## config.mk

```make
export PLATFORM = sky130hd
export DESIGN_NAME = dzcpu_useq_flat
export DESIGN_NICKNAME = d
export VERILOG_FILES = /design/src/rtl/dzcpu_useq_if.sv /design/src/rtl/dzcpu_useq.sv /design/src/flat_wrapper.sv
export SDC_FILE = /design/constraint.sdc
export NUM_CORES = 1
export LEC_CHECK = 0
export BUFFER_PORTS_ARGS = -buffer_cell sky130_fd_sc_hd__clkbuf_2
export CAP_MARGIN = 20
export CORE_MARGIN = 2
export CORE_UTILIZATION = 46
export CTS_CLUSTER_DIAMETER = 200
export DETAILED_ROUTE_END_ITERATION = 8
export HOLD_SLACK_MARGIN = 0.05
export PLACE_DENSITY_LB_ADDON = 0.1
export SYNTH_ARGS = -nofsm -noshare
export SYNTH_HDL_FRONTEND = slang
export SYNTH_SLANG_ARGS = --single-unit
```

## constraint.sdc

```tcl
create_clock -name iClock -period 1.85 [get_ports iClock]
set_input_delay 0.185 -clock iClock [delete_from_list [all_inputs] [get_ports iClock]]
set_output_delay 0.185 -clock iClock [all_outputs]
set_load 0.02 [all_outputs]
```

## src/rtl/dzcpu_useq_if.sv

```systemverilog
// Bus bundle between the dzcpu micro-sequencer and its surroundings:
// memory read data, the two dispatch LUTs, the microcode ROM and the datapath strobes.
interface dzcpu_useq_if;
    logic [7:0] iMemByte;
    logic       iStall;
    logic [7:0] iLutIdx;
    logic [7:0] iCbLutIdx;
    logic [3:0] iFlow;
    logic       iJcb;
    logic       iFlagZ;
    logic [7:0] oMop;
    logic [7:0] oUopAddr;
    logic       oUopValid;
    logic       oPcInc;
    logic       oFlagUpdate;
    logic       oInstrDone;
    logic       oCbMode;
    logic       oUpcOverflow;

    modport slave (
        input  iMemByte, iStall, iLutIdx, iCbLutIdx, iFlow, iJcb, iFlagZ,
        output oMop, oUopAddr, oUopValid, oPcInc, oFlagUpdate, oInstrDone,
        output oCbMode, oUpcOverflow
    );

    modport master (
        output iMemByte, iStall, iLutIdx, iCbLutIdx, iFlow, iJcb, iFlagZ,
        input  oMop, oUopAddr, oUopValid, oPcInc, oFlagUpdate, oInstrDone,
        input  oCbMode, oUpcOverflow
    );
endinterface

```

## src/rtl/dzcpu_useq.sv

```systemverilog
// dzcpu micro-sequencer: latches the opcode, dispatches through the main/CB LUT and
// walks the micro-PC through the ROM, turning each flow field into datapath strobes.
module dzcpu_useq (
    input  logic         iClock,
    input  logic         iReset,
    dzcpu_useq_if.slave  bus
);

    typedef enum logic [1:0] {
        FETCH  = 2'd0,
        DECODE = 2'd1,
        EXEC   = 2'd2
    } state_t;

    state_t     state, state_next;
    logic [7:0] mop, mop_next;
    logic [7:0] upc, upc_next;
    logic       cb, cb_next;
    logic       ovf, ovf_next;

    logic       flow_inc;
    logic       flow_fu;
    logic       flow_eof;

    logic       uop_valid;
    logic       pc_inc;
    logic       flag_update;
    logic       instr_done;

    // Flow field decode; reserved codes and nop fall through as a plain op.
    always_comb begin
        flow_inc = 1'b0;
        flow_fu  = 1'b0;
        flow_eof = 1'b0;
        case (bus.iFlow)
            4'd1: flow_inc = 1'b1;
            4'd2: flow_eof = 1'b1;
            4'd3: begin
                flow_inc = 1'b1;
                flow_eof = 1'b1;
            end
            4'd4: begin
                flow_fu  = 1'b1;
                flow_eof = 1'b1;
            end
            4'd5: begin
                flow_inc = 1'b1;
                flow_fu  = 1'b1;
                flow_eof = 1'b1;
            end
            4'd6: begin
                flow_inc = 1'b1;
                flow_eof = bus.iFlagZ;
            end
            4'd7: begin
                flow_inc = 1'b1;
                flow_eof = ~bus.iFlagZ;
            end
            default: ;
        endcase
    end

    always_comb begin
        state_next  = state;
        mop_next    = mop;
        upc_next    = upc;
        cb_next     = cb;
        ovf_next    = ovf;
        uop_valid   = 1'b0;
        pc_inc      = 1'b0;
        flag_update = 1'b0;
        instr_done  = 1'b0;
        case (state)
            FETCH: begin
                if (!bus.iStall) begin
                    mop_next   = bus.iMemByte;
                    state_next = DECODE;
                end
            end
            // The LUTs read the registered opcode, so a stall here cannot corrupt dispatch.
            DECODE: begin
                upc_next   = cb ? bus.iCbLutIdx : bus.iLutIdx;
                cb_next    = 1'b0;
                state_next = EXEC;
            end
            EXEC: begin
                if (!bus.iStall) begin
                    uop_valid = 1'b1;
                    pc_inc    = flow_inc;
                    if (bus.iJcb) begin
                        // A CB prefix ends this pass without completing the instruction.
                        cb_next    = 1'b1;
                        state_next = FETCH;
                    end else if (flow_eof) begin
                        flag_update = flow_fu;
                        instr_done  = 1'b1;
                        state_next  = FETCH;
                    end else begin
                        upc_next = upc + 8'd1;
                        if (upc == 8'hFF) begin
                            ovf_next = 1'b1;
                        end
                    end
                end
            end
            default: state_next = FETCH;
        endcase
    end

    always_ff @(posedge iClock or posedge iReset) begin
        if (iReset) begin
            state <= FETCH;
            mop   <= 8'h00;
            upc   <= 8'h00;
            cb    <= 1'b0;
            ovf   <= 1'b0;
        end else begin
            state <= state_next;
            mop   <= mop_next;
            upc   <= upc_next;
            cb    <= cb_next;
            ovf   <= ovf_next;
        end
    end

    assign bus.oMop         = mop;
    assign bus.oUopAddr     = upc;
    assign bus.oCbMode      = cb;
    assign bus.oUpcOverflow = ovf;
    assign bus.oUopValid    = uop_valid;
    assign bus.oPcInc       = pc_inc;
    assign bus.oFlagUpdate  = flag_update;
    assign bus.oInstrDone   = instr_done;

endmodule

```

## src/flat_wrapper.sv

```systemverilog
// flat-port wrapper written by rule: the top's interface ports become plain ports
module dzcpu_useq_flat 
  (iClock, iReset, bus_iMemByte, bus_iStall, bus_iLutIdx, bus_iCbLutIdx, bus_iFlow, bus_iJcb, bus_iFlagZ, bus_oMop, bus_oUopAddr, bus_oUopValid, bus_oPcInc, bus_oFlagUpdate, bus_oInstrDone, bus_oCbMode, bus_oUpcOverflow);
  dzcpu_useq_if bus_i ();
  input  logic iClock;
  input  logic iReset;
  input wire logic [$bits(bus_i.iMemByte)-1:0] bus_iMemByte;
  input wire logic [$bits(bus_i.iStall)-1:0] bus_iStall;
  input wire logic [$bits(bus_i.iLutIdx)-1:0] bus_iLutIdx;
  input wire logic [$bits(bus_i.iCbLutIdx)-1:0] bus_iCbLutIdx;
  input wire logic [$bits(bus_i.iFlow)-1:0] bus_iFlow;
  input wire logic [$bits(bus_i.iJcb)-1:0] bus_iJcb;
  input wire logic [$bits(bus_i.iFlagZ)-1:0] bus_iFlagZ;
  output wire logic [$bits(bus_i.oMop)-1:0] bus_oMop;
  output wire logic [$bits(bus_i.oUopAddr)-1:0] bus_oUopAddr;
  output wire logic [$bits(bus_i.oUopValid)-1:0] bus_oUopValid;
  output wire logic [$bits(bus_i.oPcInc)-1:0] bus_oPcInc;
  output wire logic [$bits(bus_i.oFlagUpdate)-1:0] bus_oFlagUpdate;
  output wire logic [$bits(bus_i.oInstrDone)-1:0] bus_oInstrDone;
  output wire logic [$bits(bus_i.oCbMode)-1:0] bus_oCbMode;
  output wire logic [$bits(bus_i.oUpcOverflow)-1:0] bus_oUpcOverflow;
  assign bus_i.iMemByte = bus_iMemByte;
  assign bus_i.iStall = bus_iStall;
  assign bus_i.iLutIdx = bus_iLutIdx;
  assign bus_i.iCbLutIdx = bus_iCbLutIdx;
  assign bus_i.iFlow = bus_iFlow;
  assign bus_i.iJcb = bus_iJcb;
  assign bus_i.iFlagZ = bus_iFlagZ;
  assign bus_oMop = bus_i.oMop;
  assign bus_oUopAddr = bus_i.oUopAddr;
  assign bus_oUopValid = bus_i.oUopValid;
  assign bus_oPcInc = bus_i.oPcInc;
  assign bus_oFlagUpdate = bus_i.oFlagUpdate;
  assign bus_oInstrDone = bus_i.oInstrDone;
  assign bus_oCbMode = bus_i.oCbMode;
  assign bus_oUpcOverflow = bus_i.oUpcOverflow;
  dzcpu_useq u_core (.iClock(iClock), .iReset(iReset), .bus(bus_i));
endmodule
```

======== Yosys cells after proc, flatten, opt, wreduce, memory -nomap -nowiden ========
Index checks and enable logic that the tools add are counted.
operators by class
  reductions and logical operators ........ 10
  $add $sub $neg .......................... 1
  bitwise operators ....................... 4
  muxes and demuxes ....................... 28
  equality and inequality tests ........... 16
operators with widths
  operator               number
  $mux W8                4
  $eq A4 B3 Y1 const B   4
  $mux W1                16
  $pmux W8 S2            1
  $ne A2 B2 Y1 const B   5
  $add A8 B1 Y8 const B  1
  $eq A4 B2 Y1 const B   2
  $eq A8 B8 Y1 const B   1
  $mux W2                4
  $pmux W2 S3            1
  $reduce_and A3 Y1      2
  $reduce_and A5 Y1      1
  $reduce_or A5 Y1       1
  $eq A4 B1 Y1 const B   1
  $not A1 Y1             4
  $reduce_and A4 Y1      1
  $reduce_or A4 Y1       1
  $ne A3 B2 Y1 const B   1
  $pmux W1 S3            1
  $eq A2 B1 Y1 const B   1
  $eq A2 B2 Y1 const B   1
  $logic_not A2 Y1       1
  $pmux W1 S2            1
  $reduce_and A2 Y1      1
  other kinds (2)        2
word-level totals
  bits in registers ....................... 20
  word-level logic and storage cells ...... 64
  input bits .............................. 33
  output and inout port bits .............. 22

======== Logic depth before layout (Yosys ltp) ========
Gate-level depths: netlist of run 1.
  depth in word-level cells ............... 7
  gate-level depth with buffers ........... 7
  mapped depth without buffers ............ 5

======== Worst setup path after synthesis of run 1 ========
Ideal clock, no wire load.
  path type ............................... register to output
  start ................................... reg u_core.state[0]
  end ..................................... out bus_oFlagUpdate
  path slack .............................. -0.171 ns
  buffers on the path ..................... 2
  required time ........................... 1.665 ns
  data arrival time ....................... 1.836 ns
  stages on the path, launching flop included .. 6
  path through ............................ dfrtp_1 > buf_6 > nand2b_1 > buf_6 > or3_4 > nor4b_1
between the ends
  cells in the longest elaborated chain, start to end .. 2
ends and longest elaborated chain
  element                 line                source
  start, declared         dzcpu_useq.sv:15    state_t state, state_next;
  start signal, assigned  dzcpu_useq.sv:118   state <= state_next;
  $eq A2 B2 Y1            dzcpu_useq.sv:73    case (state)
  $mux W1                 dzcpu_useq.sv:73
  end, declared           flat_wrapper.sv:18  output wire logic [$bits(bus_i.oFlagUpdate)-1:0] bus_oFlagUpdate;
No other way between the ends.

======== Worst setup path after layout of run 1 ========
Ends and elaborated chain as after synthesis.

==> summary.md, run 1 <==
| Metric | Value |
|---|---|
| Fillers | `223` |
| DP HPWL | `2230 um` |
| CTS tree | `done` |
| Die Span Y | `55.4 um` |
| EDFF count, synth | `0` |
| Final Skew | `0.00529 ns` |
| RSZ-0062 raised after global routing | `no` |
| Residual DRC count | `0` |
| Clock period minus worst slack | `1.79 ns` |
| Top cells by area, synth | `dfrtp_1 41%, mux2_2 9.3%, mux2i_1 5.8%` |
| Std cell rows | `18` |
| GRT overflow | `0` |
| Ys async rst share | `100%` |
| Iteration-0 DRC Markers | `14` |
| Clock power frac | `8.5%` |
| Met1 usage | `23.9%` |
| Slew @ Worst Pin | `0.764 ns` |
| GP Congestion | `0.824` |
| Fin nets | `210` |
| Layout cell share with drive strength beyond 1 | `46.0%` |
| Routed wire length | `2810 um` |
| Synth Flop Type | `dfrtp_1` |
| Final Hold Viols | `0` |
| Max Slew Vio Count | `0` |
| Tcrit/Tclk final | `96.5%` |
| Net Count, Synth | `150` |
| Clk sink count | `20` |
| Most common cell after layout, fill and taps aside | `clkbuf_2` |
| M2 GR Usage | `33.5%` |
| Setup TNS | `0 ns` |
| Die width | `55.4 um` |
| Met3 GRT Util | `3.28%` |
| Initial antenna violation count | `0` |
| TritonRoute pass-1 iters | `3` |
| Mapped Avg Cell Area | `10.5 um2` |
| FMAX | `560 MHz` |
| Maximum clock path buffer count | `2` |
| Setup CP Type | `flip-flop to primary output` |
| Sequential area share after synthesis | `41.2%` |
| Maximum VDD drop | `0.938 mV` |
| #FFs+latches synth | `20` |
| Status | `finished clean` |
| Post-synth top area cell | `dfrtp_1` |
| Synth top area share | `41.2%` |
| Synth cell types | `41` |
| Internal power | `1.29 mW` |
| CTS clk-pin slew, worst paths | `0.11 ns` |
| Area grow syn2layout | `28.3%` |
| Core Area | `0.00250 mm2` |
| Worst-path fanout max | `3` |
| CP startpoint kind | `flip-flop` |
| Net switching power | `1.07 mW` |
| Remaining antenna violation count | `0` |
| Vias after detailed routing | `1128` |
| Synth Cell Area | `0.00121 mm2` |
| Most frequent cells in the layout | `53 x clkbuf_2, 18 x dfrtp_1, 10 x nor2_1, 10 x mux2_2, 7 x mux2i_1` |
| PD cells | `1510 mW/mm2` |
| Critical path endpoint category | `primary output` |
| DP Cell Count | `199` |
| Final setup fails | `0` |
| Crit-path cells | `nand2b_1 > or3_4 > nor4b_2 > buf_4` |
| Post-Synthesis Cells | `116` |
| Combinational power share | `55.5%` |
| Synth Warn # | `0` |
| N_diodes | `0` |
| Rel. slew slack | `49.0%` |
| GRT busiest layer | `met2` |
| WP buf/inv | `1` |
| DR vias/cell | `5.53` |
| Port Buffers | `54` |
| Leak | `0.749 nW` |
| Max_cap viols | `0` |
| Initial Utilization | `48.6%` |
| H-tree depth | `1` |
| Worst min path class | `input port to flip-flop` |
| Clk root buf | `clkbuf_4` |
| Peak per-stage delay on the critical path | `0.42 ns` |
| Clock latency on the worst-skew pair | `0.29 ns` |
| First-pass GRT wire length | `4820 um` |
| Critical path arrival | `1.60 ns` |
| Die ar. | `0.00307 mm2` |
| Routed len/inst | `13.8 um` |
| Fin cells | `204` |
| Total CTS buffers | `3` |
| Final core occ | `62.4%` |
| GRT Total Usage | `19.2%` |
| Switching share of power | `45.5%` |
| Largest net degree at the start of global routing | `21` |
| Cell family with most CP delay | `simple AND/OR/NAND/NOR gates` |
| Vias in the first global route | `1134` |
| Worst Path Required | `1.66 ns` |
| Sequential share of power | `36.0%` |
| I/O pin total | `55` |
| CP max-delay cell | `dfrtp_2` |
[kinds of logic after synthesis]
logic type               share of synthesized area (%)
AND/OR/NAND/NOR                                   18.8
adder cells (fa/ha/maj)                           1.03
AO/OA/AOI/OAI                                     18.8
flip-flops                                        41.2
multiplexers                                      15.0
XOR/XNOR                                         0.721
buffers and inverters                             4.32
[through the flow]
stage | setup slack [ns] | area, um2 | power, mW | hold WS, ns
2_1_floorplan | 0.0275 | 1220 | 1.78 | 0.149
6_report | 0.0650 | 1560 | 2.36 | 0.122
3_3_place_gp | 0.263 | 1510 | 2.12 | 0.332
5_1_grt | 0.0111 | 1560 | 2.55 | 0.113
4_1_cts | 0.0156 | 1560 | 2.38 | 0.114
3_5_place_dp | 0.229 | 1510 | 2.16 | 0.346
[final timing paths]
kind	startpoint	to	slack [ns]	cells after the start
max in group asynchronous	iReset	u_core.state[0]	0.77	3
hold reg to reg	u_core.bus.oMop[2]	u_core.bus.oMop[2]	0.52	1
setup reg to reg	u_core.state[0]	u_core.bus.oUopAddr[1]	0.18	5
hold / removal	bus_iMemByte[5]	u_core.bus.oMop[5]	0.12	2
min in group asynchronous	iReset	u_core.bus.oUopAddr[5]	0.55	3
setup / recovery	u_core.state[0]	bus_oFlagUpdate	0.06	4
[per-layer routing]
layer	vias up	share of wire, %
li1	559	-
met1	534	44
met3	2	5.3
met4	0	0.68
met5	-	0
met2	33	50
[power by group through the flow]
stage	Sequential [mW]	Combinational [mW]	Clock, mW
6_report	0.851	1.31	0.200
5_1_grt	0.890	1.44	0.219
4_1_cts	0.850	1.32	0.208
3_5_place_dp	0.867	1.30	0
3_3_place_gp	0.853	1.27	0
2_1_floorplan	1.06	0.725	0
[worst register-to-register path, delay by kind of cell (launching register included)]
kind,cells,cell delay (ns)
buffers and inverters,1,0.16
flip-flops,1,0.42
multiplexers,1,0.20
AND/OR/NAND/NOR,3,0.83
[state kept, by name, indices dropped and copies added, names as in the netlist]
signal / cells
u_core.state: 2
u_core.bus.oMop: 8
u_core.bus.oUpcOverflow: 1
u_core.bus.oCbMode: 1
u_core.bus.oUopAddr: 8
[what timing repair did]
item | 4_1_cts | 5_1_grt
buffers inserted | 1 | 0
setup endpoints to repair | 1 | 1
endpoints found under the hold margin | 20 | 0
cloned | 0 | 0
gates resized for setup | 3 | 1
hold buffers | 1 | 0
[cell type report]
type	count	area, um2	share of cell area (%)
Tap cell	30	37.5	2.41
Timing Repair Buffer	59	313	20.1
Inverter	4	15.0	0.963
Sequential cell	20	503	32.3
Multi-Input combinational cell	88	668	42.9
Clock buffer	3	22.5	1.44
[synthesized netlist by cell type (2+ instances only)]
cell type  instances
buf_6              3
o21a_1             2
mux2_2            10
dfrtp_1           20
nand4_1            2
o21ai_0            4
a31oi_1            3
a21oi_1            5
nand3_1            3
nor3_1             5
and3_1             2
nand2_1            5
a211oi_1           3
o22a_1             3
nor4_1             2
nor2_1            10
inv_1              4
mux2i_1            7
Power figures use the tool's default switching activity.
==> run 2, diff against run 1 <==
--- a/config.mk
+++ b/config.mk
@@ -8,7 +8,7 @@
 export BUFFER_PORTS_ARGS = -buffer_cell sky130_fd_sc_hd__clkbuf_2
 export CAP_MARGIN = 20
 export CORE_MARGIN = 2
-export CORE_UTILIZATION = 46
+export CORE_UTILIZATION = 26
 export CTS_CLUSTER_DIAMETER = 200
 export DETAILED_ROUTE_END_ITERATION = 8
 export HOLD_SLACK_MARGIN = 0.05
==> run 2 against run 1 <==
Net effect: non-clock buffer count is 2 higher; count of clock-buffer cells in the layout stayed put; maximum frequency is 2.9% higher; first-iteration DRC count is 79% higher; critical endpoint unchanged; highest routed layer unchanged.
==> summary.md, run 2 (synthesis results as in run 1) <==
| Metric | Value |
|---|---|
| Fillers | `457 (was 223)` |
| Final setup fails | `0 (unchanged)` |
| Routed len/inst | `13.9 um (was 13.8 um)` |
| Routed wire length | `3190 um (was 2810 um)` |
| Clk sink count | `20 (unchanged)` |
| Die Span Y | `72.4 um (was 55.4 um)` |
| Met1 usage | `16.0% (was 23.9%)` |
| Maximum clock path buffer count | `2 (unchanged)` |
| Tcrit/Tclk final | `93.7% (was 96.5%)` |
| Fin cells | `229 (was 204)` |
| Most frequent cells in the layout | `53 x clkbuf_2, 19 x dfrtp_1, 10 x nor2_1, 10 x mux2_2, 7 x mux2i_1 (was 53 x clkbuf_2, 18 x dfrtp_1, 10 x nor2_1, 10 x mux2_2, 7 x mux2i_1)` |
| Crit path from | `u_core.state[1] (was u_core.state[0])` |
| Die ar. | `0.00524 mm2 (was 0.00307 mm2)` |
| Layout cell share with drive strength beyond 1 | `46.3% (was 46.0%)` |
| CP startpoint kind | `flip-flop (unchanged)` |
| PD cells | `1590 mW/mm2 (was 1510 mW/mm2)` |
| Final Skew | `0.00285 ns (was 0.00529 ns)` |
| Maximum VDD drop | `0.642 mV (was 0.938 mV)` |
| Rel. slew slack | `66.1% (was 49.0%)` |
| Leak | `0.782 nW (was 0.749 nW)` |
| I/O pin total | `55 (unchanged)` |
| GRT Total Usage | `12.7% (was 19.2%)` |
| Max_cap viols | `0 (unchanged)` |
| Most common cell after layout, fill and taps aside | `clkbuf_2 (unchanged)` |
| Worst min path class | `input port to flip-flop (unchanged)` |
| Worst-path fanout max | `8 (was 3)` |
| Critical path arrival | `1.55 ns (was 1.60 ns)` |
| Initial Utilization | `27.5% (was 48.6%)` |
| Clock period minus worst slack | `1.73 ns (was 1.79 ns)` |
| RSZ-0062 raised after global routing | `no (unchanged)` |
| Largest net degree at the start of global routing | `21 (unchanged)` |
| DR vias/cell | `4.95 (was 5.53)` |
| Setup CP Type | `flip-flop to primary output (unchanged)` |
| Reg2reg setup slack | `0.19 ns (was 0.18 ns)` |
| Core Area | `0.00441 mm2 (was 0.00250 mm2)` |
| GRT busiest layer | `met2 (unchanged)` |
| Vias in the first global route | `1164 (was 1134)` |
| N_diodes | `0 (unchanged)` |
| Hold Path Depth | `2 (unchanged)` |
| Worst Path Required | `1.66 ns (about the same)` |
| Remaining antenna violation count | `0 (unchanged)` |
| DP HPWL | `2510 um (was 2230 um)` |
| Clk root buf | `clkbuf_8 (was clkbuf_4)` |
| DP Cell Count | `223 (was 199)` |
| Iteration-0 DRC Markers | `25 (was 14)` |
| FMAX | `577 MHz (was 560 MHz)` |
| CTS clk-pin slew, worst paths | `0.08 ns (was 0.11 ns)` |
| Port Buffers | `54 (unchanged)` |
| Slew @ Worst Pin | `0.507 ns (was 0.764 ns)` |
| Final core occ | `37.3% (was 62.4%)` |
| GRT overflow | `0 (unchanged)` |
| Critical path endpoint category | `primary output (unchanged)` |
| Setup TNS | `0 ns (unchanged)` |
| Worst R2R Path Depth | `5 (unchanged)` |
| Initial antenna violation count | `0 (unchanged)` |
| Area grow syn2layout | `35.5% (was 28.3%)` |
| TritonRoute pass-1 iters | `4 (was 3)` |
| Final Hold Viols | `0 (unchanged)` |
| Met3 GRT Util | `2.22% (was 3.28%)` |
| M2 GR Usage | `22.5% (was 33.5%)` |
| Die width | `72.4 um (was 55.4 um)` |
| First-pass GRT wire length | `5350 um (was 4820 um)` |
| Vias after detailed routing | `1133 (was 1128)` |
| GP Congestion | `0.751 (was 0.824)` |
| H-tree depth | `1 (unchanged)` |
| Std cell rows | `24 (was 18)` |
| Fin nets | `212 (was 210)` |
| FF-to-FF Start | `u_core.state[0] (unchanged)` |
| Hold Startpoint | `bus_iMemByte[7] (was bus_iMemByte[5])` |
| Total CTS buffers | `3 (unchanged)` |
| Status | `finished clean (unchanged)` |
| Residual DRC count | `0 (unchanged)` |
| Max Slew Vio Count | `0 (unchanged)` |
| Clock latency on the worst-skew pair | `0.26 ns (was 0.29 ns)` |
| CTS tree | `done (unchanged)` |
-- run 2: changes by cell type in the layout (fill, tap and decap cells not counted) --
cell / before / now
buf_4: 5 / 6
dfrtp_1: 18 / 19
clkbuf_4: 3 / 0
clkbuf_8: 0 / 3
dfrtp_2: 2 / 1
buf_2: 0 / 1
bufinv_16: 0 / 1
-- run 2: path summary, 6_finish.rpt --
check                                          end
setup / recovery                   bus_oFlagUpdate
hold / removal                  u_core.bus.oMop[7]
setup reg to reg            u_core.bus.oUopAddr[1]
hold reg to reg            u_core.bus.oUpcOverflow
max in group asynchronous          u_core.state[1]
min in group asynchronous       u_core.bus.oMop[7]
-- run 2: power by group --
part	internal (mW)	leakage, nW	switching, mW
logic	0.573	0.512	0.755
clock network	0.289	0.0357	0.156
registers	0.647	0.234	0.202
-- run 2: worst max-delay path, stage by stage, from the launching register on --
cell and delay (ns):
dfrtp_2 0.44, nand2b_1 0.09, or3_4 0.35, nor4b_2 0.21, buf_2 0.20
-- run 2: per-layer routing --
layer / vias up / part of all wire (%)
li1: 565 / -
met1: 534 / 44
met3: 4 / 5.2
met2: 30 / 50
met4: 0 / 0.50
met5: - / 0
-- run 2: area by class of cell --
type | instances | area [um2] | share of cell area, %
timing repair buffer | 61 | 325 | 19.8
tap | 52 | 65.1 | 3.95
multi-input combinational | 88 | 668 | 40.6
clock inverter | 1 | 30.0 | 1.82
sequential | 20 | 502 | 30.5
inverter | 4 | 15.0 | 0.912
clock buffer | 3 | 41.3 | 2.51
-- run 2: per-stage QoR --
stage          area, um2  setup slack [ns]  hold slack (ns)  total power [mW]
2_1_floorplan       1220            0.0275            0.149              1.78
3_3_place_gp        1560             0.271            0.215              2.17
3_5_place_dp        1560             0.264            0.223              2.20
4_1_cts             1640            0.0107            0.148              2.65
5_1_grt             1650            0.0121            0.140              2.82
6_report            1650             0.116            0.151              2.62
-- run 2: timing repair --
| item | 4_1_cts | 5_1_grt |
|---|---|---|
| gates resized for setup | 0 | 2 |
| setup endpoints to repair | 0 | 1 |
| buffers inserted | 0 | 1 |
| hold buffers | 1 | 0 |
| endpoints found under the hold margin | 20 | 0 |
==> run 3, diff against run 2 <==
==> constraint.sdc (replaced) <==
create_clock -name iClock -period 1.8 [get_ports iClock]
set_input_delay 0.18 -clock iClock [delete_from_list [all_inputs] [get_ports iClock]]
set_output_delay 0.18 -clock iClock [all_outputs]
set_load 0.02 [all_outputs]
==> run 3 against run 2 <==
Net effect: combinational power up 5%; sequential share of layout area down 0.65 points; first-iteration DRC count down 16%; sequential power up 3.5%; flip-flop and latch count unchanged.
==> summary.md, run 3 (synthesis results as in run 1) <==
| Metric | Value |
|---|---|
| Tcrit/Tclk final | `99.0%` |
| CTS clk-pin slew, worst paths | `0.08 ns (about the same)` |
| TritonRoute pass-1 iters | `4 (unchanged)` |
| Routed len/inst | `14.1 um (was 13.9 um)` |
| Maximum clock path buffer count | `2 (unchanged)` |
| CP max-delay cell | `dfrtp_2 (unchanged)` |
| GRT overflow | `0 (unchanged)` |
| Die width | `72.4 um (unchanged)` |
| H-tree depth | `1 (unchanged)` |
| Final Skew | `0.00194 ns (was 0.00285 ns)` |
| I/O pin total | `55 (unchanged)` |
| Routed wire length | `3250 um (was 3190 um)` |
| Std cell rows | `24 (unchanged)` |
| Iteration-0 DRC Markers | `21 (was 25)` |
| Fin cells | `230 (was 229)` |
| Tot Pwr | `2.73 mW (was 2.62 mW)` |
| Initial Utilization | `27.5% (unchanged)` |
| Most frequent cells in the layout | `53 x clkbuf_2, 18 x dfrtp_1, 10 x nor2_1, 10 x mux2_2 (was 53 x clkbuf_2, 19 x dfrtp_1, 10 x nor2_1, 10 x mux2_2, 7 x mux2i_1)` |
| Post-DP Area | `0.00157 mm2 (was 0.00156 mm2)` |
| Worst min path class | `input port to flip-flop (unchanged)` |
| Area grow syn2layout | `38.8% (was 35.5%)` |
| Critical path arrival | `1.60 ns (was 1.55 ns)` |
| CP startpoint kind | `flip-flop (unchanged)` |
| Most common cell after layout, fill and taps aside | `clkbuf_2 (unchanged)` |
| Final setup fails | `0 (unchanged)` |
| Fin nets | `213 (was 212)` |
| DR vias/cell | `5.03 (was 4.95)` |
| Clk root buf | `clkbuf_8 (unchanged)` |
| Rel. slew slack | `68.8% (was 66.1%)` |
| Peak per-stage delay on the critical path | `0.42 ns (was 0.44 ns)` |
| Number of stages on the worst setup path | `4 (unchanged)` |
| Worst Path Required | `1.62 ns (was 1.66 ns)` |
| Net switching power | `1.16 mW (was 1.11 mW)` |
| Hold Slack | `0.140 ns (was 0.151 ns)` |
| Maximum VDD drop | `0.612 mV (was 0.642 mV)` |
| Vias in the first global route | `1168 (was 1164)` |
| Fillers | `473 (was 457)` |
| FMAX | `561 MHz` |
| GRT Total Usage | `13.4% (was 12.7%)` |
| Clock latency on the worst-skew pair | `0.26 ns (about the same)` |
| Critical path endpoint category | `primary output (unchanged)` |
| Hold Path Depth | `2 (unchanged)` |
| Internal power | `1.57 mW (was 1.51 mW)` |
| Setup TNS | `0 ns (unchanged)` |
| Remaining antenna violation count | `0 (unchanged)` |
| Total CTS buffers | `3 (unchanged)` |
| Core Area | `0.00441 mm2 (unchanged)` |
| Slew @ Worst Pin | `0.466 ns (was 0.507 ns)` |
| Initial antenna violation count | `0 (unchanged)` |
| CTS tree | `done (unchanged)` |
| Post-layout instance area | `0.00169 mm2 (was 0.00165 mm2)` |
| Setup ws final | `0.0171 ns (was 0.116 ns)` |
| Die Span Y | `72.4 um (unchanged)` |
| Residual DRC count | `0 (unchanged)` |
| Met1 usage | `17.1% (was 16.0%)` |
| Vias after detailed routing | `1156 (was 1133)` |
| Met3 GRT Util | `2.50% (was 2.22%)` |
| M2 GR Usage | `22.6% (was 22.5%)` |
| GP Congestion | `0.763 (was 0.751)` |
| Dpl ws | `0.132 ns (was 0.264 ns)` |
| RSZ-0062 raised after global routing | `yes (was no)` |
| First-pass GRT wire length | `5430 um (was 5350 um)` |
| DP Cell Count | `224 (was 223)` |
| Combinational power share | `51.0% (was 50.6%)` |
| DP HPWL | `2520 um (was 2510 um)` |
| PD cells | `1620 mW/mm2 (was 1590 mW/mm2)` |
| N_diodes | `0 (unchanged)` |
| Crit-path cells | `nand2b_4 > or3_4 > nor4b_4 > clkbuf_8 (was nand2b_1 > or3_4 > nor4b_2 > buf_2)` |
| Leak | `0.797 nW (was 0.782 nW)` |
| Status | `finished clean (unchanged)` |
| Final core occ | `38.2% (was 37.3%)` |
| Largest net degree at the start of global routing | `21 (unchanged)` |
| Max Slew Vio Count | `0 (unchanged)` |
| Clk sink count | `20 (unchanged)` |
| Layout cell share with drive strength beyond 1 | `48.3% (was 46.3%)` |
| Clock power frac | `16.8% (was 17.0%)` |
| WP buf/inv | `1 (unchanged)` |
| Worst R2R Path Depth | `5 (unchanged)` |
| Port Buffers | `54 (unchanged)` |
| Max_cap viols | `0 (unchanged)` |
| Final Hold Viols | `0 (unchanged)` |
| Clock period minus worst slack | `1.78 ns` |
| GRT busiest layer | `met2 (unchanged)` |
| Worst-path fanout max | `3 (was 8)` |
| Die ar. | `0.00524 mm2 (unchanged)` |
| Sequential share of power | `32.2% (was 32.4%)` |
| Cell family with most CP delay | `simple AND/OR/NAND/NOR gates (unchanged)` |
| Setup CP Type | `flip-flop to primary output (unchanged)` |
| Switching share of power | `42.6% (was 42.5%)` |
-- run 3: repair_timing --
action,in CTS,in global routing
hold buffers,1,0
buffers inserted,1,0
endpoints found under the setup margin,1,3
gates cloned,0,0
pin swaps,0,1
hold endpoints to repair,20,0
resized for setup,6,0
-- run 3: final cells by class --
| class | count | area [um2] | share of cell area [%] |
|---|---|---|---|
| multi-input cells | 88 | 691 | 40.9 |
| flip-flops and latches | 20 | 503 | 29.8 |
| repair buffers | 62 | 342 | 20.3 |
| well taps | 52 | 65.1 | 3.86 |
| clock buffers | 3 | 41.3 | 2.45 |
| clock inverters | 1 | 30.0 | 1.78 |
| inverters | 4 | 15.0 | 0.890 |
-- run 3: worst paths after layout --
| check | startpoint | endpoint | slack (ns) |
|---|---|---|---|
| min in group asynchronous | iReset | u_core.bus.oUopAddr[1] | 0.47 |
| max in group asynchronous | iReset | u_core.state[1] | 1.10 |
| worst min-delay path | bus_iMemByte[4] | u_core.bus.oMop[4] | 0.14 |
| worst max-delay path | u_core.state[0] | bus_oFlagUpdate | 0.02 |
| worst max register to register | u_core.state[0] | u_core.bus.oUopAddr[7] | 0.13 |
| worst min register to register | u_core.bus.oUpcOverflow | u_core.bus.oUpcOverflow | 0.48 |
-- run 3: power groups by stage --
stage / logic, mW / registers, mW / clock network (mW)
floorplan: 0.747 / 1.08 / 0
global placement: 1.36 / 0.889 / 0
detailed placement: 1.37 / 0.894 / 0
CTS: 1.41 / 0.883 / 0.473
global route: 1.53 / 0.921 / 0.491
finish: 1.39 / 0.879 / 0.459
-- run 3: metal layers --
layer	up-vias	routed length [um]	share of wire (%)
met5	-	0	0
met4	0	37	1.1
met3	4	168	5.2
met2	36	1530	47
met1	552	1520	47
li1	564	-	-
